<file path="src/rtl/multicycle_control.sv">
// Multi-cycle MIPS control unit: Moore FSM sequencing fetch/decode/execute
// over several cycles, with per-access memory wait states, optional addi/j
// decode and a pulse for unsupported opcodes.
module multicycle_control #(
  parameter int unsigned MEM_LATENCY = 0,
  parameter bit          EN_ADDI     = 1'b1,
  parameter bit          EN_JUMP     = 1'b1
) (
  input  logic       clk,
  input  logic       rst_n,
  input  logic [5:0] operation,
  output logic       PCWrite,
  output logic       PCWriteCond,
  output logic       IorD,
  output logic       MemRead,
  output logic       MemWrite,
  output logic       MemtoReg,
  output logic       IRWrite,
  output logic       ALUSrcA,
  output logic       RegWrite,
  output logic       regdst,
  output logic [1:0] PCSource,
  output logic [1:0] ALUSrcB,
  output logic [1:0] ALUop,
  output logic [3:0] state,
  output logic       instr_done,
  output logic       illegal_op
);

  typedef enum logic [3:0] {
    S_FETCH  = 4'd0,
    S_DECODE = 4'd1,
    S_MEMADR = 4'd2,
    S_MEMRD  = 4'd3,
    S_MEMWB  = 4'd4,
    S_MEMWR  = 4'd5,
    S_EXEC   = 4'd6,
    S_ALUWB  = 4'd7,
    S_BRANCH = 4'd8,
    S_JUMP   = 4'd9,
    S_ADDIEX = 4'd10,
    S_ADDIWB = 4'd11
  } state_t;

  localparam logic [5:0] OP_RTYPE = 6'b000000;
  localparam logic [5:0] OP_LW    = 6'b100011;
  localparam logic [5:0] OP_SW    = 6'b101011;
  localparam logic [5:0] OP_BEQ   = 6'b000100;
  localparam logic [5:0] OP_ADDI  = 6'b001000;
  localparam logic [5:0] OP_J     = 6'b000010;

  state_t     cur_state;
  state_t     next_state;
  logic [3:0] wait_cnt;
  logic [3:0] next_cnt;
  logic       last_wait;
  logic       op_legal;

  assign last_wait = (wait_cnt == 4'(MEM_LATENCY));
  assign state     = cur_state;

  // Opcode legality, honouring the optional addi/j decode.
  always_comb begin
    op_legal = 1'b0;
    case (operation)
      OP_RTYPE, OP_LW, OP_SW, OP_BEQ: op_legal = 1'b1;
      OP_ADDI:                        op_legal = EN_ADDI;
      OP_J:                           op_legal = EN_JUMP;
      default:                        op_legal = 1'b0;
    endcase
  end

  // State and wait-counter register with synchronous active-low reset.
  always_ff @(posedge clk) begin
    if (!rst_n) begin
      cur_state <= S_FETCH;
      wait_cnt  <= '0;
    end else begin
      cur_state <= next_state;
      wait_cnt  <= next_cnt;
    end
  end

  // Next-state logic; memory states hold until the wait count expires and
  // the counter is zeroed whenever the state is left.
  always_comb begin
    next_state = S_FETCH;
    next_cnt   = '0;
    case (cur_state)
      S_FETCH: begin
        if (last_wait) next_state = S_DECODE;
        else begin
          next_state = S_FETCH;
          next_cnt   = wait_cnt + 4'd1;
        end
      end
      S_DECODE: begin
        case (operation)
          OP_RTYPE:      next_state = S_EXEC;
          OP_LW, OP_SW:  next_state = S_MEMADR;
          OP_BEQ:        next_state = S_BRANCH;
          OP_ADDI:       next_state = EN_ADDI ? S_ADDIEX : S_FETCH;
          OP_J:          next_state = EN_JUMP ? S_JUMP : S_FETCH;
          default:       next_state = S_FETCH;
        endcase
      end
      S_MEMADR: next_state = (operation == OP_SW) ? S_MEMWR : S_MEMRD;
      S_MEMRD: begin
        if (last_wait) next_state = S_MEMWB;
        else begin
          next_state = S_MEMRD;
          next_cnt   = wait_cnt + 4'd1;
        end
      end
      S_MEMWR: begin
        if (last_wait) next_state = S_FETCH;
        else begin
          next_state = S_MEMWR;
          next_cnt   = wait_cnt + 4'd1;
        end
      end
      S_EXEC:   next_state = S_ALUWB;
      S_ADDIEX: next_state = S_ADDIWB;
      default:  next_state = S_FETCH;
    endcase
  end

  // Moore output decode; write enables and pulses are gated off during reset.
  always_comb begin
    PCWrite     = 1'b0;
    PCWriteCond = 1'b0;
    IorD        = 1'b0;
    MemRead     = 1'b0;
    MemWrite    = 1'b0;
    MemtoReg    = 1'b0;
    IRWrite     = 1'b0;
    ALUSrcA     = 1'b0;
    RegWrite    = 1'b0;
    regdst      = 1'b0;
    PCSource    = 2'b00;
    ALUSrcB     = 2'b00;
    ALUop       = 2'b00;
    instr_done  = 1'b0;
    illegal_op  = 1'b0;
    case (cur_state)
      S_FETCH: begin
        MemRead = 1'b1;
        ALUSrcB = 2'b01;
        IRWrite = last_wait;
        PCWrite = last_wait;
      end
      S_DECODE: begin
        ALUSrcB    = 2'b11;
        illegal_op = ~op_legal;
        instr_done = ~op_legal;
      end
      S_MEMADR: begin
        ALUSrcA = 1'b1;
        ALUSrcB = 2'b10;
      end
      S_MEMRD: begin
        MemRead = 1'b1;
        IorD    = 1'b1;
      end
      S_MEMWB: begin
        RegWrite   = 1'b1;
        MemtoReg   = 1'b1;
        instr_done = 1'b1;
      end
      S_MEMWR: begin
        MemWrite   = 1'b1;
        IorD       = 1'b1;
        instr_done = last_wait;
      end
      S_EXEC: begin
        ALUSrcA = 1'b1;
        ALUop   = 2'b10;
      end
      S_ALUWB: begin
        regdst     = 1'b1;
        RegWrite   = 1'b1;
        instr_done = 1'b1;
      end
      S_BRANCH: begin
        ALUSrcA     = 1'b1;
        ALUop       = 2'b01;
        PCWriteCond = 1'b1;
        PCSource    = 2'b01;
        instr_done  = 1'b1;
      end
      S_JUMP: begin
        PCWrite    = 1'b1;
        PCSource   = 2'b10;
        instr_done = 1'b1;
      end
      S_ADDIEX: begin
        ALUSrcA = 1'b1;
        ALUSrcB = 2'b10;
      end
      S_ADDIWB: begin
        RegWrite   = 1'b1;
        instr_done = 1'b1;
      end
      default: ;
    endcase
    if (!rst_n) begin
      PCWrite     = 1'b0;
      PCWriteCond = 1'b0;
      IRWrite     = 1'b0;
      RegWrite    = 1'b0;
      MemRead     = 1'b0;
      MemWrite    = 1'b0;
      instr_done  = 1'b0;
      illegal_op  = 1'b0;
    end
  end

endmodule

</file>
<file path="config.mk">
export PLATFORM = sky130hd
export DESIGN_NAME = multicycle_control
export DESIGN_NICKNAME = d
export VERILOG_FILES = /design/src/rtl/multicycle_control.sv
export SDC_FILE = /design/constraint.sdc
export NUM_CORES = 1
export LEC_CHECK = 0
export ABC_AREA = 1
export CAP_MARGIN = 20
export CORE_UTILIZATION = 41
export CTS_BUF_LIST = sky130_fd_sc_hd__clkbuf_16
export CTS_CLUSTER_SIZE = 12
export DETAILED_ROUTE_END_ITERATION = 16
export PLACE_DENSITY = 0.83
export SLEW_MARGIN = 25
export SYNTH_ARGS = -nofsm -noshare
export SYNTH_HDL_FRONTEND = slang
export SYNTH_SLANG_ARGS = --single-unit
</file>
<file path="constraint.sdc">
create_clock -name clk -period 1.6 [get_ports clk]
set_input_delay 0.24 -clock clk [delete_from_list [all_inputs] [get_ports clk]]
set_output_delay 0.24 -clock clk [all_outputs]
set_load 0.02 [all_outputs]
</file>
==> results of run 1 <==
==> layer usage <==
layer | overflow | global-route usage, %
met1 | 0 | 65.06
met2 | 4 | 82.69
met3 | 0 | 41.25
met4 | 3 | 70.91
met5 | 0 | 0
==> cell families after synthesis <==
family,count (synthesis),share of synthesized area [%]
flops,8,22.22
xor+xnor,2,2.431
compound gates,10,8.507
fa+ha+maj,2,3.472
buf+inv,29,15.80
simple gates,79,47.57
==> per-stage QoR <==
stage	setup WS [ns]	hold WS, ns
floorplan	0.02646	0.4297
global placement	-0.5191	0.5034
detailed placement	-0.6909	0.5173
CTS	-0.02353	0.5461
==> repair_timing <==
action,in CTS
cloned,0
resized for setup,86
hold buffers,0
setup endpoints to repair,21
setup buffers,3
pin swaps,7
endpoints found under the hold margin,0
==> impl_results.md, run 1 <==
* H-tree Lvls at 1
* Post-Synthesis Cells at 130
* Sequential area share after synthesis at 22.22%
* Chip Width at 43.93 um
* Cell Rows at 14
* Failed at: global routing (5_1_grt)
* Worst ep type: primary output
* Yosys top cell area share at 22.22%
* Top-Level Pins at 30
* Post-synthesis register bit count at 8
* Total GRT Usage at 64.10%
* Placement Cell Area at 1359 um2
* Placed Cells at 218
* Error: [ERROR GRT-0232] Routing congestion too high. Check the congestion heatmap in the GUI.
* Largest cells by area after synthesis: dfxtp_1 (22%), nor2_1 (16%), nand2_1 (15%), inv_1 (12%), nand3_1 (7.6%)
* Largest area contributor in the synthesized netlist: dfxtp_1
* Die Ht at 43.93 um
* Syn Std Cell Area at 720.7 um2
* Top FF cell, synth: dfxtp_1
* HPWL Detailed at 2.289 mm
* Worst_ep grt: instr_done
* Asr flop ratio synth at 0%
* Port Buf Inserts at 29
* Initial core utilization at 45.71%
* Grt ovf at 7
* Count leader, synth: nor2_1
* Synth cell types at 20
* Syn nets at 140
* Avg Inst Size Synth at 5.544 um2
* Clock Sinks at 8
* Post-synth EDFFs at 0
* Clock buffer depth at 2
* Largest net degree at the start of global routing at 9
* Root buffer cell: clkbuf_16
* Total CTS buffers at 3
* Synth warn at 0
* Placer Congestion at 0.8966
* Status: aborted with a tool error
* Top cells by count, synth: nor2_1 (30), nand2_1 (29), inv_1 (23)
==> inputs of run 2 (changes only) <==
--- a/config.mk
+++ b/config.mk
@@ -7,11 +7,10 @@
 export LEC_CHECK = 0
 export ABC_AREA = 1
 export CAP_MARGIN = 20
-export CORE_UTILIZATION = 41
-export CTS_BUF_LIST = sky130_fd_sc_hd__clkbuf_16
-export CTS_CLUSTER_SIZE = 12
+export CORE_AREA = 2 2 63 65
 export DETAILED_ROUTE_END_ITERATION = 16
-export PLACE_DENSITY = 0.83
+export DIE_AREA = 0 0 65 67
+export PLACE_DENSITY_LB_ADDON = 0.15
 export SLEW_MARGIN = 25
 export SYNTH_ARGS = -nofsm -noshare
 export SYNTH_HDL_FRONTEND = slang
==> impl_results.md, run 2 <==
* Status: finished clean
* Beginning of the worst hold path: wait_cnt[0]
* Total GRT Usage at 12.23%
* Min Tclk post-route at 1.587 ns
* Placed Cells at 245
* Multi-input logic area at 515.5 um2
* Most common cell after layout, fill and taps aside: buf_4
* Cell Rows at 22
* Fmax at around 630 MHz
* Syn nets at 140
* Hold endpoint: wait_cnt[0]
* Placement Cell Area at 1361 um2
* Most frequent cells in the layout: buf_4 (51), nand2_1 (22), nor2_1 (21), inv_1 (18)
* CP startpoint: state[3]
* Vias in the first global route at 993
* Final Hold Fails at 0
* Crit path cell chain: nor2_4, buf_6, nand4_1, o21ai_1, buf_4
* Drt total wl at 2.544 mm
* Die area at between 4000 and 5000 um2
* Startpoint Class: flop
* Synth Area in Compound Gates at approximately 8.5%
* Sequential area share after synthesis at 22.22%
* Synth warn at 0
* Slack of the worst reg-to-reg path at 0.26 ns
* DRT iter0 DRCs at 11
* Largest family of logic cells by synthesized area: simple AND/OR/NAND/NOR gates
* Top-Level Pins at 30
* Grt ovf at 0
* Post-Synthesis Cells at 130
* Max VDD drop at 0.0003070 V
* Syn Std Cell Area at around 720 um2
* Critical Path RT at 1.36 ns
* Hold Path Depth at 2
* Pwr/cell area at 440.7 nW/um2
* Final Non-Filler Cells at 254
* Synth cell types at 20
* HPWL Detailed at between 1.5 and 2 mm
* Clock transition at path regs at 0.04 ns
* Placer Congestion at 0.7857
* Post-synthesis register bit count at 8
* Crit path max-delay family: flip-flops
* Area grow syn2layout at 104.7%
* Die Ht at 67 um
* Hold Path Class: reg2reg
* Count leader, synth: nor2_1
* Routed length per placed instance at roughly 10 um
* Post-route cell area at about 1500 um2
* Max incr delay on CP at 0.36 ns
* Worst slew margin at between 80 and 90%
* Post-synth EDFFs at 0
* Layout fillers at 384
* Setup ws final at about 0.013 ns
* Asr flop ratio synth at 0%
* Clk_skew at 0.004608 ns
* Clock Sinks at 8
* Port Buf Inserts at 29
* Nets at 218
* DP Worst Slack at -0.5693 ns
* Worst Path Buf+Inv at 2
* Post-synthesis xor/xnor area fraction at 2.431%
* Worst setup path category: reg2out
* Yosys top cell area share at 22.22%
* Slowest library cell on the worst path: dfxtp_4
* Initial antenna violation count at 0
* Top cells by count, synth: nor2_1 (30), nand2_1 (29), inv_1 (23)
* R2R cell count at 8
* Clock latency at the later pin of the worst-skew pair at 0.23 ns
* Mux cell area share after synthesis at 0%
* Adder-Cell Fraction of Synth Area at 3.472%
* Crit path max fanout at 4
* DRC viols at 0
* Worst R2R Start: state[3]
* Register area at 172.7 um2
* Reg2Reg Capture Point: state[0]
* Setup TNS at 0 ns
* Largest cells by area after synthesis: dfxtp_1 (22%), nor2_1 (16%), nand2_1 (15%), inv_1 (12%), nand3_1 (7.6%)
* Clock buffer depth at 2
* Initial core utilization at 19.99%
* First-pass GRT wire length at around 4.1 mm
* RSZ-0062 raised after global routing: yes
* Chip Width at 65 um
* Drt pass-1 iters at 4
* H-tree Lvls at 1
* Total CTS buffers at 3
* Worst-margin pin slew at 0.2224 ns
* Max Slew Vio Count at 0
* Diodes inserted at 0
* CP Capture Type: primary output
* Via count at 1024
* Share of cells above drive strength 1 at between 50% and 60%
* Leak Pwr at 0.7847 nW
* Avg Inst Size Synth at 5.544 um2
* Top FF cell, synth: dfxtp_1
* Root buffer cell: clkbuf_8
* Post-Synth Simple-Gate Area at between 40% and 50%
* Largest area contributor in the synthesized netlist: dfxtp_1
* Crit share post-route at 99.16%
* Pwr Total at 0.6501 mW
* Largest net degree at the start of global routing at 6
* Maxcap violations at 0
* Critical path arrival at between 1 and 1.5 ns
* Via-per-instance ratio at around 4.0
* Area of the core at approximately 3600 um2
* # setup viols final at 0
* TritonCTS clock tree: yes
* Final ANT Viol Nets at 0
run 2: repair_timing:
item	in CTS	in global routing
endpoints found under the setup margin	19	17
buffers inserted	4	2
gates resized for setup	83	39
hold buffers	0	0
pin swaps	6	14
hold endpoints to repair	0	0
run 2: how the worst max path moves through the flow:
stage               cells after the start          to
finish                                  5     PCWrite
global route                            8  instr_done
CTS                                     8  instr_done
detailed placement                     10  instr_done
global placement                       10  instr_done
floorplan                               4     PCWrite
run 2: final cells by class:
| class | instances | share of cell area [%] |
|---|---|---|
| inverters | 27 | 6.870 |
| flip-flops and latches | 8 | 11.70 |
| repair buffers | 75 | 39.61 |
| clock buffers | 3 | 2.799 |
| multi-input cells | 93 | 34.94 |
| well taps | 48 | 4.071 |
run 2: kinds of logic (layout without fill, tap and decap cells):
logic type,after synthesis,after routing
AO/OA/AOI/OAI,10,10
AND/OR/NAND/NOR,79,79
adder cells (fa/ha/maj),2,2
XOR/XNOR,2,2
buffers and inverters,29,105
flip-flops,8,8
run 2: metal layers:
| metal | vias to the layer above | wire (um) | track usage [%] |
|---|---|---|---|
| met4 | 0 | 38 | 5.585 |
| met1 | 446 | 1136 | 14.47 |
| met3 | 4 | 121 | 2.872 |
| met2 | 26 | 1247 | 20.88 |
| li1 | 548 | - | - |
| met5 | - | 0 | 0 |
run 2: power by group:
part	internal (mW)	switching (mW)	total [mW]
registers	0.199	0.00448	0.204
logic	0.0987	0.105	0.203
clock network	0.163	0.0797	0.243
run 2: stage by stage:
step / util, % / hold WS, ns
after floorplan: - / 0.4297
after CTS: 38.69 / 0.5210
after global routing: 40.91 / 0.5410
after global placement: 37.75 / 0.5074
final: 40.91 / 0.5142
after detailed placement: 37.75 / 0.5153
run 2: worst min-delay path: stages (launching register included):
cell and delay, ns:
dfxtp_1 0.32, buf_4 0.12, nor2_1 0.04
No activity file was read; power rests on OpenSTA's default activity.
==> inputs of run 3 (changes only) <==
--- a/config.mk
+++ b/config.mk
@@ -10,6 +10,7 @@
 export CORE_AREA = 2 2 63 65
 export DETAILED_ROUTE_END_ITERATION = 16
 export DIE_AREA = 0 0 65 67
+export GPL_ROUTABILITY_DRIVEN = 1
 export PLACE_DENSITY_LB_ADDON = 0.15
 export SLEW_MARGIN = 25
 export SYNTH_ARGS = -nofsm -noshare
==> results of run 3 <==
Final layout, timing and power as in run 2 (identical DEF).
